**config.mk**
```make
export PLATFORM = sky130hd
export DESIGN_NAME = sine_ref_gen
export DESIGN_NICKNAME = d
export VERILOG_FILES = /design/src/rtl/sine_ref_gen.sv
export SDC_FILE = /design/constraint.sdc
export NUM_CORES = 1
export LEC_CHECK = 0
export CORE_MARGIN = 2
export CORE_UTILIZATION = 45
export DETAILED_ROUTE_END_ITERATION = 6
export SYNTH_ARGS = -nofsm -noshare
export SYNTH_HDL_FRONTEND = slang
export SYNTH_SLANG_ARGS = --single-unit
```
**constraint.sdc**
```tcl
create_clock -name clk -period 8.9 [get_ports clk]
set_input_delay 1.78 -clock clk [delete_from_list [all_inputs] [get_ports clk]]
set_output_delay 1.78 -clock clk [all_outputs]
set_load 0.05 [all_outputs]
```
**src/rtl/sine_ref_gen.sv**
```systemverilog
// DDS sine reference for the SPWM comparator: one sample per carrier period.
// Define SINE_REF_GEN_AMP_EN to build the amplitude multiplier stage.
module sine_ref_gen #(
    parameter int PWM_TOP = 3906,
    parameter int PHASE_W = 24,
    parameter int LUT_AW  = 8
) (
    input  logic               clk,
    input  logic               rst_n,
    input  logic [PHASE_W-1:0] freq_word,
    input  logic               freq_load,
    input  logic [8:0]         amp,
    output logic [11:0]        Sine_out,
    output logic               sample_stb,
    output logic               freq_ack
);

    localparam int MID   = (PWM_TOP + 1) / 2;
    localparam int AMPL  = PWM_TOP - MID;
    localparam int LUT_N = 1 << LUT_AW;
    localparam int CW    = $clog2(PWM_TOP + 1);

    // Fixed-point Taylor series (Q28) so the ROM is built at elaboration.
    function automatic logic [10:0] lut_val(input int i);
        longint x, x2, term, sum;
        x    = (longint'(421657428) * i) / longint'(LUT_N - 1);
        x2   = (x * x) >>> 28;
        term = x;
        sum  = x;
        for (int k = 1; k < 8; k++) begin
            term = (-((term * x2) >>> 28)) / longint'((2 * k) * (2 * k + 1));
            sum  = sum + term;
        end
        return 11'((longint'(AMPL) * sum + (longint'(1) <<< 27)) >>> 28);
    endfunction

    logic [10:0] rom [LUT_N];

    for (genvar g = 0; g < LUT_N; g++) begin : g_rom
        localparam logic [10:0] V = lut_val(g);
        assign rom[g] = V;
    end

    logic [CW-1:0]      cnt;
    logic [PHASE_W-1:0] phase;
    logic [PHASE_W-1:0] inc;
    logic [PHASE_W-1:0] pending;
    logic               pend_flag;
    logic               v1, v2, v3;
    logic [10:0]        s1_lut;
    logic [1:0]         s1_q;
    logic [10:0]        s2_s;
    logic [1:0]         s2_q;

    logic               adv;
    logic               wrap;
    logic [PHASE_W-1:0] inc_nxt;
    logic [1:0]         q;
    logic [LUT_AW-1:0]  a;
    logic [LUT_AW-1:0]  addr;
    logic [10:0]        s2_nxt;
    logic [11:0]        mid12;
    logic [11:0]        s_ext;

    assign adv     = (cnt == CW'(PWM_TOP - 3));
    assign wrap    = (cnt == CW'(PWM_TOP));
    assign inc_nxt = freq_load ? freq_word : pending;
    assign q       = phase[PHASE_W-1 -: 2];
    assign a       = phase[PHASE_W-3 -: LUT_AW];
    assign addr    = q[0] ? ~a : a;
    assign mid12   = 12'(MID);
    assign s_ext   = {1'b0, s2_s};

`ifdef SINE_REF_GEN_AMP_EN
    logic [8:0]  amp_reg;
    logic [8:0]  amp_sat;
    logic [19:0] prod;

    assign amp_sat = (amp > 9'd256) ? 9'd256 : amp;
    assign prod    = {9'b0, s1_lut} * {11'b0, amp_reg};
    assign s2_nxt  = 11'(prod >> 8);

    always_ff @(posedge clk) begin
        if (!rst_n) begin
            amp_reg <= '0;
        end else if (adv) begin
            amp_reg <= amp_sat;
        end
    end
`else
    logic unused_amp;

    assign unused_amp = ^amp;
    assign s2_nxt     = s1_lut;
`endif

    always_ff @(posedge clk) begin
        if (!rst_n) begin
            cnt        <= '0;
            phase      <= '0;
            inc        <= '0;
            pending    <= '0;
            pend_flag  <= 1'b0;
            v1         <= 1'b0;
            v2         <= 1'b0;
            v3         <= 1'b0;
            s1_lut     <= '0;
            s1_q       <= '0;
            s2_s       <= '0;
            s2_q       <= '0;
            Sine_out   <= mid12;
            sample_stb <= 1'b0;
            freq_ack   <= 1'b0;
        end else begin
            cnt <= wrap ? '0 : cnt + 1'b1;

            if (freq_load) begin
                pending <= freq_word;
            end
            // A load on the advance edge goes straight to the active increment.
            if (adv) begin
                inc       <= inc_nxt;
                phase     <= phase + inc_nxt;
                pend_flag <= 1'b0;
            end else if (freq_load) begin
                pend_flag <= 1'b1;
            end
            freq_ack <= adv & (freq_load | pend_flag);

            v1 <= adv;
            v2 <= v1;
            v3 <= v2;

            if (v1) begin
                s1_lut <= rom[addr];
                s1_q   <= q;
            end
            if (v2) begin
                s2_s <= s2_nxt;
                s2_q <= s1_q;
            end
            if (v3) begin
                Sine_out <= s2_q[1] ? (mid12 - s_ext) : (mid12 + s_ext);
            end
            sample_stb <= v3;
        end
    end

endmodule

```
# ---- After elaboration in Yosys (flattened, before gate mapping)
# Memories as Yosys holds them, arrays and structs flattened. A register that Yosys moved wholly into a read port is not among the register bits.
# Cells that the tools add are included.
# Widths: inputs -> output; s select.
dict set report classes {
  n_reduce_logical 3
  addsub 4
  bitwise_logic 5
  mux 3
  n_eq_ne 2
}
# op n
set ops {}
lappend ops {{$add 24x24->24} 1}
lappend ops {{$eq 12x12->1 const B} 2}
lappend ops {{$mux 24} 1}
lappend ops {{$add 11x11->12 const A} 1}
lappend ops {{$add 12x1->12 const B} 1}
lappend ops {{$mux 12} 1}
lappend ops {{$sub 11x11->12 const A} 1}
lappend ops {{$not 8->9} 1}
lappend ops {{$mux 8} 1}
lappend ops {{$not 8->8} 1}
lappend ops {{$reduce_or 2->1} 2}
lappend ops {{$and 1x1->1} 1}
lappend ops {{$logic_not 1->1} 1}
lappend ops {{$not 1->1} 1}
lappend ops {{$or 1x1->1} 1}
dict set report word_totals {
  mem_bits_ro 2816
  reg_bits 93
  mem_count 1
  out_inout_bits 14
}
# name words width rd rd_clocked_by_memory_dff wr line_no
set mem_list {}
lappend mem_list {{(name not given)} 256 11 1 1 0 135} ;# s1_lut <= rom[addr];

# ---- Logic depth before layout (Yosys ltp)
dict set report depth {
  word_depth 3
  ltp_mapped 16
}

# ---- Least setup slack after synthesis
# Ideal clock, no wire load.
dict set report synth_path {
  kind {input-to-reg}
  start {in freq_load}
  end {reg phase[20]}
  cell_stages 11
  setup_slack_ps 4281
  arrival_ps 4497
  setup_time_ps 122
  path_buffers 2
  path_cell_list {clkbuf_1 clkbuf_1 mux2_2 ha_1 a211oi_1 nor3_1 o21ai_0 nand3_1 a41oi_1 nor4_1 a311o_1}
}
dict set report synth_between {
  elab_chain_cells 2
}
# element line_no
set synth_lines {}
lappend synth_lines {{start, declared} 11} ;# input logic freq_load,
lappend synth_lines {{$mux 24} n/a}
lappend synth_lines {{via inc_nxt[2]} 57} ;# logic [PHASE_W-1:0] inc_nxt;
lappend synth_lines {{$add 24x24->24} 123} ;# phase <= phase + inc_nxt;
lappend synth_lines {{end signal, assigned} 123}
lappend synth_lines {{end, declared} 45} ;# logic [PHASE_W-1:0] phase;
# The timed path passes the listed nets, and every way through them passes these cells.
# A chain may end at the register's enable or synchronous reset.

# ---- Worst setup path in the final report
# Ends and elaborated chain as after synthesis.

==> impl_metrics.ini <==
[min_path]
worst_hold_path_type = reg -> reg
whs_endpoint = s1_lut[8]
min-delay-start = s1_lut[8]
min_path_cells = 2

[timing]
fin_crit_ps = 5580
slew_violations = 0
period_share_pct = 62.7
tns_ps = 0
timing.fmax_mhz = 179
max_slew.worst_pin.slew_ps = 1130
postLayoutSetupSlackWorst_ps = 3320
fin_skew_ps = 16.0
maxSlewHeadroom_pct = 24.7
rsz0062_at_grt = false
report.final.hold_viol_count = 0
setup_violations = 0

[synth]
yosys-top-cells-area = dfxtp_1 (20%), o21ai_0 (6.5%), a21oi_1 (6.4%)
synth_top_area_share_pct = 20.0
synthTopCellsByCount = o21ai_0 (133), a21oi_1 (130), nor2_1 (120), nand2_1 (117), dfxtp_1 (102)
yosys_register_bits = 102
synth_cell_types = 86
synth_top_area_cell = dfxtp_1
async_reset_ff_share_pct = 0
synth-edff-count = 0
synth_most_common_cell = o21ai_0
ys.flop_type = dfxtp_1
postSynthCellCount = 1412
synthesis.area_um2 = 10200
yosys_warnings = 0
ys_seq_area_share_pct = 20.0
syn_nets = 1491
syn_area_per_cell_um2 = 7.23

[worst_setup_path]
crit_chain = clkdlybuf4s50_1 > mux2_2 > ha_1 > fa_1 > a211oi_1 > nor3_1 > o21ai_0 > nand3_1 > a41oi_1 > nor4_1 > a311o_1
crit_required_ps = 9150
crit_fanout = 25
r2r-start = phase[22]
r2r_cells = 10
path_class = in -> reg
crit_path_end_kind = flip-flop
reg2reg_to = s1_lut[3]
cp.arrival_ps = 5830
max_stage_delay_ps = 1210
start_kind = primary input
r2r_setup_slack_ps = 4740
cp_slowest_cell = clkdlybuf4s50_1

[cells_and_area]
drive_above_1_share_pct = 7.90
area_delta_synth_final_pct = 5.73
final_cells = 1640
nFillCells = 2329
post-route-cell-area_um2 = 10800
nets = 1429
n_antenna_cell = 0

[clock_tree]
ctsResizeCount = 0
h-tree-depth = 3
cts_tree = built
cts_root_buffer = clkbuf_16
insertion_delay_ps = 360
clk_pin_slew_ps = 80
cts_sinks = 102
ctsLongestPathBuffers = 2
cts_setup_buffers = 0
ctsHoldBuffers = 0
numCtsBuffers = 9

[route]
wire_per_inst_um = 23.4
drt_iter0_drc = 1366
firstDrtPassIters = 5
viasPerCell = 6.78
drc = 0
ant_nets = 0
vias = 11100
wirelength_um = 38400

[die]
io_pins = 50
core_area_um2 = 22400
initial_core_util_pct = 45.5
rows = 55
die_area_um2 = 23900
chipHeight_um = 155
die_w_um = 155

[placement]
placed_area_um2 = 10500
portBuffers = 40
preCtsSetupSlack_ps = 2880
dp.cells = 1624
gp_congestion = 1.01
dp_hpwl_um = 25900

[global_routing]
gr-total-overflow = 0
grt_pass1_vias = 10300
grt_max_degree = 71
antenna_found_initial = 0
grtUsageTotal_pct = 31.6
grt_pass1_wl_um = 59500

[flow_run]
maxCapViolations = 0

[power_and_ir_drop]
p_per_area_nw_per_um2 = 84.8
peakVddDrop_mv = 0.0949
power.leakage_nw = 3.98
p_total_uw = 915

[status]
outcome = finished clean
[power by group]
part	internal [mW]	switching, mW	total (mW)
registers	0.463	0.00254	0.465
clock network	0.195	0.185	0.380
logic	0.0338	0.0364	0.0702
[worst max-delay path: cells and delay by family]
family | cells | cell delay, ps
and+or+nand+nor | 3 | 430
muxes | 1 | 430
AOI/OAI and AO/OA | 4 | 1330
buffers and inverters | 1 | 1210
adders and majority gates | 2 | 640
[sequential cells by signal, summed over array words and instances, names as in the netlist]
signal / cells
s2_q: 1
pending: 24
Sine_out: 12
s1_lut: 11
phase: 24
pend_flag: 1
s2_s: 11
v2: 1
s1_q: 1
sample_stb: 1
v1: 1
freq_ack: 1
v3: 1
cnt: 12
[metal layers]
| layer | global-route usage (%) | vias to the layer above | share of wire (%) |
|---|---|---|---|
| li1 | - | 5124 | - |
| met1 | 43.2 | 5237 | 42 |
| met2 | 46.6 | 629 | 43 |
| met3 | 7.12 | 127 | 10 |
| met4 | 16.1 | 0 | 4.9 |
| met5 | 0 | - | 0 |
[layout make-up]
type | count | area, um2 | share of cell area [%]
multi-input cells | 1143 | 7410 | 68.6
flip-flops and latches | 102 | 2050 | 19.0
repair buffers | 66 | 591 | 5.47
well taps | 285 | 357 | 3.30
clock buffers | 10 | 229 | 2.12
inverters | 28 | 105 | 0.973
clock inverters | 6 | 51.3 | 0.475
[how the worst max path moves through the flow]
stage / slack [ps] / to / from
after global placement: 2910 / phase[20] / freq_load
after detailed placement: 2880 / phase[20] / freq_load
final: 3320 / phase[20] / freq_load
after global routing: 2980 / phase[20] / freq_load
after floorplan: 4280 / phase[20] / freq_load
after CTS: 3280 / phase[20] / freq_load
[cell families (layout without fill, tap and decap cells)]
kind of cell / Yosys count / in the layout / synth area share (%)
adder cells (fa/ha/maj): 44 / 44 / 5.44
buffers and inverters: 167 / 110 / 7.56
AND/OR/NAND/NOR: 466 / 466 / 22.4
multiplexers: 58 / 58 / 6.98
flip-flops: 102 / 102 / 20.0
AO/OA/AOI/OAI: 534 / 534 / 33.9
XOR/XNOR: 41 / 41 / 3.66
[placed cells by master (no fill, tap or decap), drive strengths merged, types with 11 or more instances in the layout]
cell type      netlist  final
and2                35     35
nand4               11     11
mux2                26     26
o22ai               33     33
o21ai              135    135
nor3                30     30
a22oi               12     12
nor2b               27     27
nor2               122    122
a31oi               20     20
dfxtp              102    102
mux2i               25     25
a21oi              131    131
nand2b              30     30
nand3               37     37
xnor2               20     20
inv                 27     31
o221ai              19     19
o211ai              24     24
a21o                23     23
buf                 76     27
a211oi              24     24
ha                  42     42
o311ai              14     14
a221oi              19     19
clkdlybuf4s50        0     39
nand2              117    117
xor2                21     21
[stage by stage]
step | hold WS, ps | util (%)
finish | 454 | 48.1
floorplan | 430 | -
global route | 476 | 48.1
detailed placement | 448 | 46.9
global placement | 443 | 46.9
CTS | 458 | 48.1
Note: power is estimated with default switching activity, not from simulation.
==> RTL edit, RTL diff (same flow settings) <==
Add a define of `SINE_REF_GEN_AMP_EN`.
--- a/src/rtl/sine_ref_gen.sv
+++ b/src/rtl/sine_ref_gen.sv
@@ -1,5 +1,7 @@
 // DDS sine reference for the SPWM comparator: one sample per carrier period.
 // Define SINE_REF_GEN_AMP_EN to build the amplitude multiplier stage.
+`define SINE_REF_GEN_AMP_EN
+
 module sine_ref_gen #(
     parameter int PWM_TOP = 3906,
     parameter int PHASE_W = 24,
Behaviour: same outputs for any inputs over 10 cycles, from zero or initial values and one cycle with rst_n low; that may be too few to reach the edited logic, so the function may still have changed.
==> RTL edit against the original RTL <==
- hold slack better by 0.0059 ns
- core utilization down 0.23 points
- synthesized area up 33%
- power up 13%
- setup slack better by 0.77 ns
- routed wire length up 21%
- sequential cell count up 9
- non-clock buffer count up 4
- design area up 31%
- register-to-register slack worse by 0.65 ns
- sequential share of layout area down 3.3 points
- highest routed layer unchanged
==> RTL edit: results (changes against the original RTL) <==
Placement
  • DPL Wire Length: 32780 um (was 25850 um)
  • Dpl cells: 2119 (was 1624)
  • Routability cong.: 1.032 (was 1.009)
  • PortBufs: 49 (was 40)

Final layout
  • Final #Nets: 1920 (was 1429)
  • Share of cells above drive strength 1: 6.074% (was 7.897%)
  • Clock-cell share: 2.318% (was 2.596%)
  • CLK BUF: 11 (was 10)
  • FF+latch area: 2235 um^2 (was 2054 um^2)
  • Nonclk inv count: 117 (was 28)
  • Multi-input comb cells: 1431 (was 1143)
  • Multi-input gate area: 10060 um^2 (was 7411 um^2)
  • Multi-input logic portion of the cell area: 70.89% (was 68.63%)
  • Count of plain and timing-repair buffers: 70 (was 66)
  • Non-clock buffer share of cell area: 4.529% (was 5.469%)
  • Fillers: 2982 (was 2329)

Worst setup path
  • Crit path DAT: 5.02 ns (was 5.83 ns)
  • Slowest cell delay on critical path: 0.67 ns (was 1.21 ns)
  • Worst-path maximum fanout: 30 (was 25)

Power
  • Clk pwr share: 44.1% (was 41.5%)
  • Leak: 5.649 nW (was 3.980 nW)
  • Peak VDD IR: 0.00009593 V (was 0.00009492 V)
  • P_sw: 0.2403 mW (was 0.2236 mW)

Global routing
  • Wire length of the first global-routing pass: 73050 um (was 59450 um)
  • Gr usage total: 29.60% (was 31.62%)
  • Largest net degree at the start of global routing: 65 (was 71)
  • Met1 GRT Util: 40.49% (was 43.22%)
  • Number of global-route vias before repair: 12831 (was 10275)

Outcome
  • Status: completed (unchanged)

Logic synthesis
  • Syn_nets: 1994 (was 1491)
  • Syn Inst Count: 1814 (was 1412)
  • Yosys reg bits: 111 (was 102)
  • Post-synth top cells: 197 x nand2_1, 147 x a21oi_1, 134 x nor2_1 (was 133 x o21ai_0, 130 x a21oi_1, 120 x nor2_1)
  • Netlist cell types: 104 (was 86)
  • Most common cell in the netlist: nand2_1 (was o21ai_0)

Timing
  • Worst slew margin: 22.48% (was 24.67%)
  • Setup Skew: 0.01168 ns (was 0.01597 ns)

Floorplanning
  • Tap Cells: 390 (was 285)

Routing
  • Vias/cell: 6.343 (was 6.779)
  • 1st-pass router iterations: 7 (was 5)
  • Met2 WL post-DR: 19800 um (was 16340 um)
  • Via count: 13542 (was 11117)
  • DRT met1 WL: 20050 um (was 16190 um)
## RTL edit: changes by cell type after synthesis, sizes merged, moves of 15 or more
cell / unedited run / this run
nor2: 122 / 137
nand2: 117 / 199
ha: 42 / 81
and2: 35 / 84
fa: 1 / 63
a211oi: 24 / 40
a21oi: 131 / 150
inv: 27 / 116
## RTL edit: final timing paths
kind | depth (start not counted) | to | slack (ns) | startpoint
worst max-delay path | 12 | s1_lut[3] | 4.09 | phase[22]
worst min register to register | 2 | phase[8] | 0.46 | phase[8]
worst min-delay path | 2 | phase[8] | 0.46 | phase[8]
worst max register to register | 12 | s1_lut[3] | 4.09 | phase[22]
## RTL edit: logic make-up after synthesis
family          after synthesis  synth area share, %
simple gates                631                22.95
compound gates              561                27.32
buf+inv                     272                9.400
fa+ha+maj                   145                16.87
flops                       111                16.40
xor+xnor                     48                3.352
mux                          46                3.703
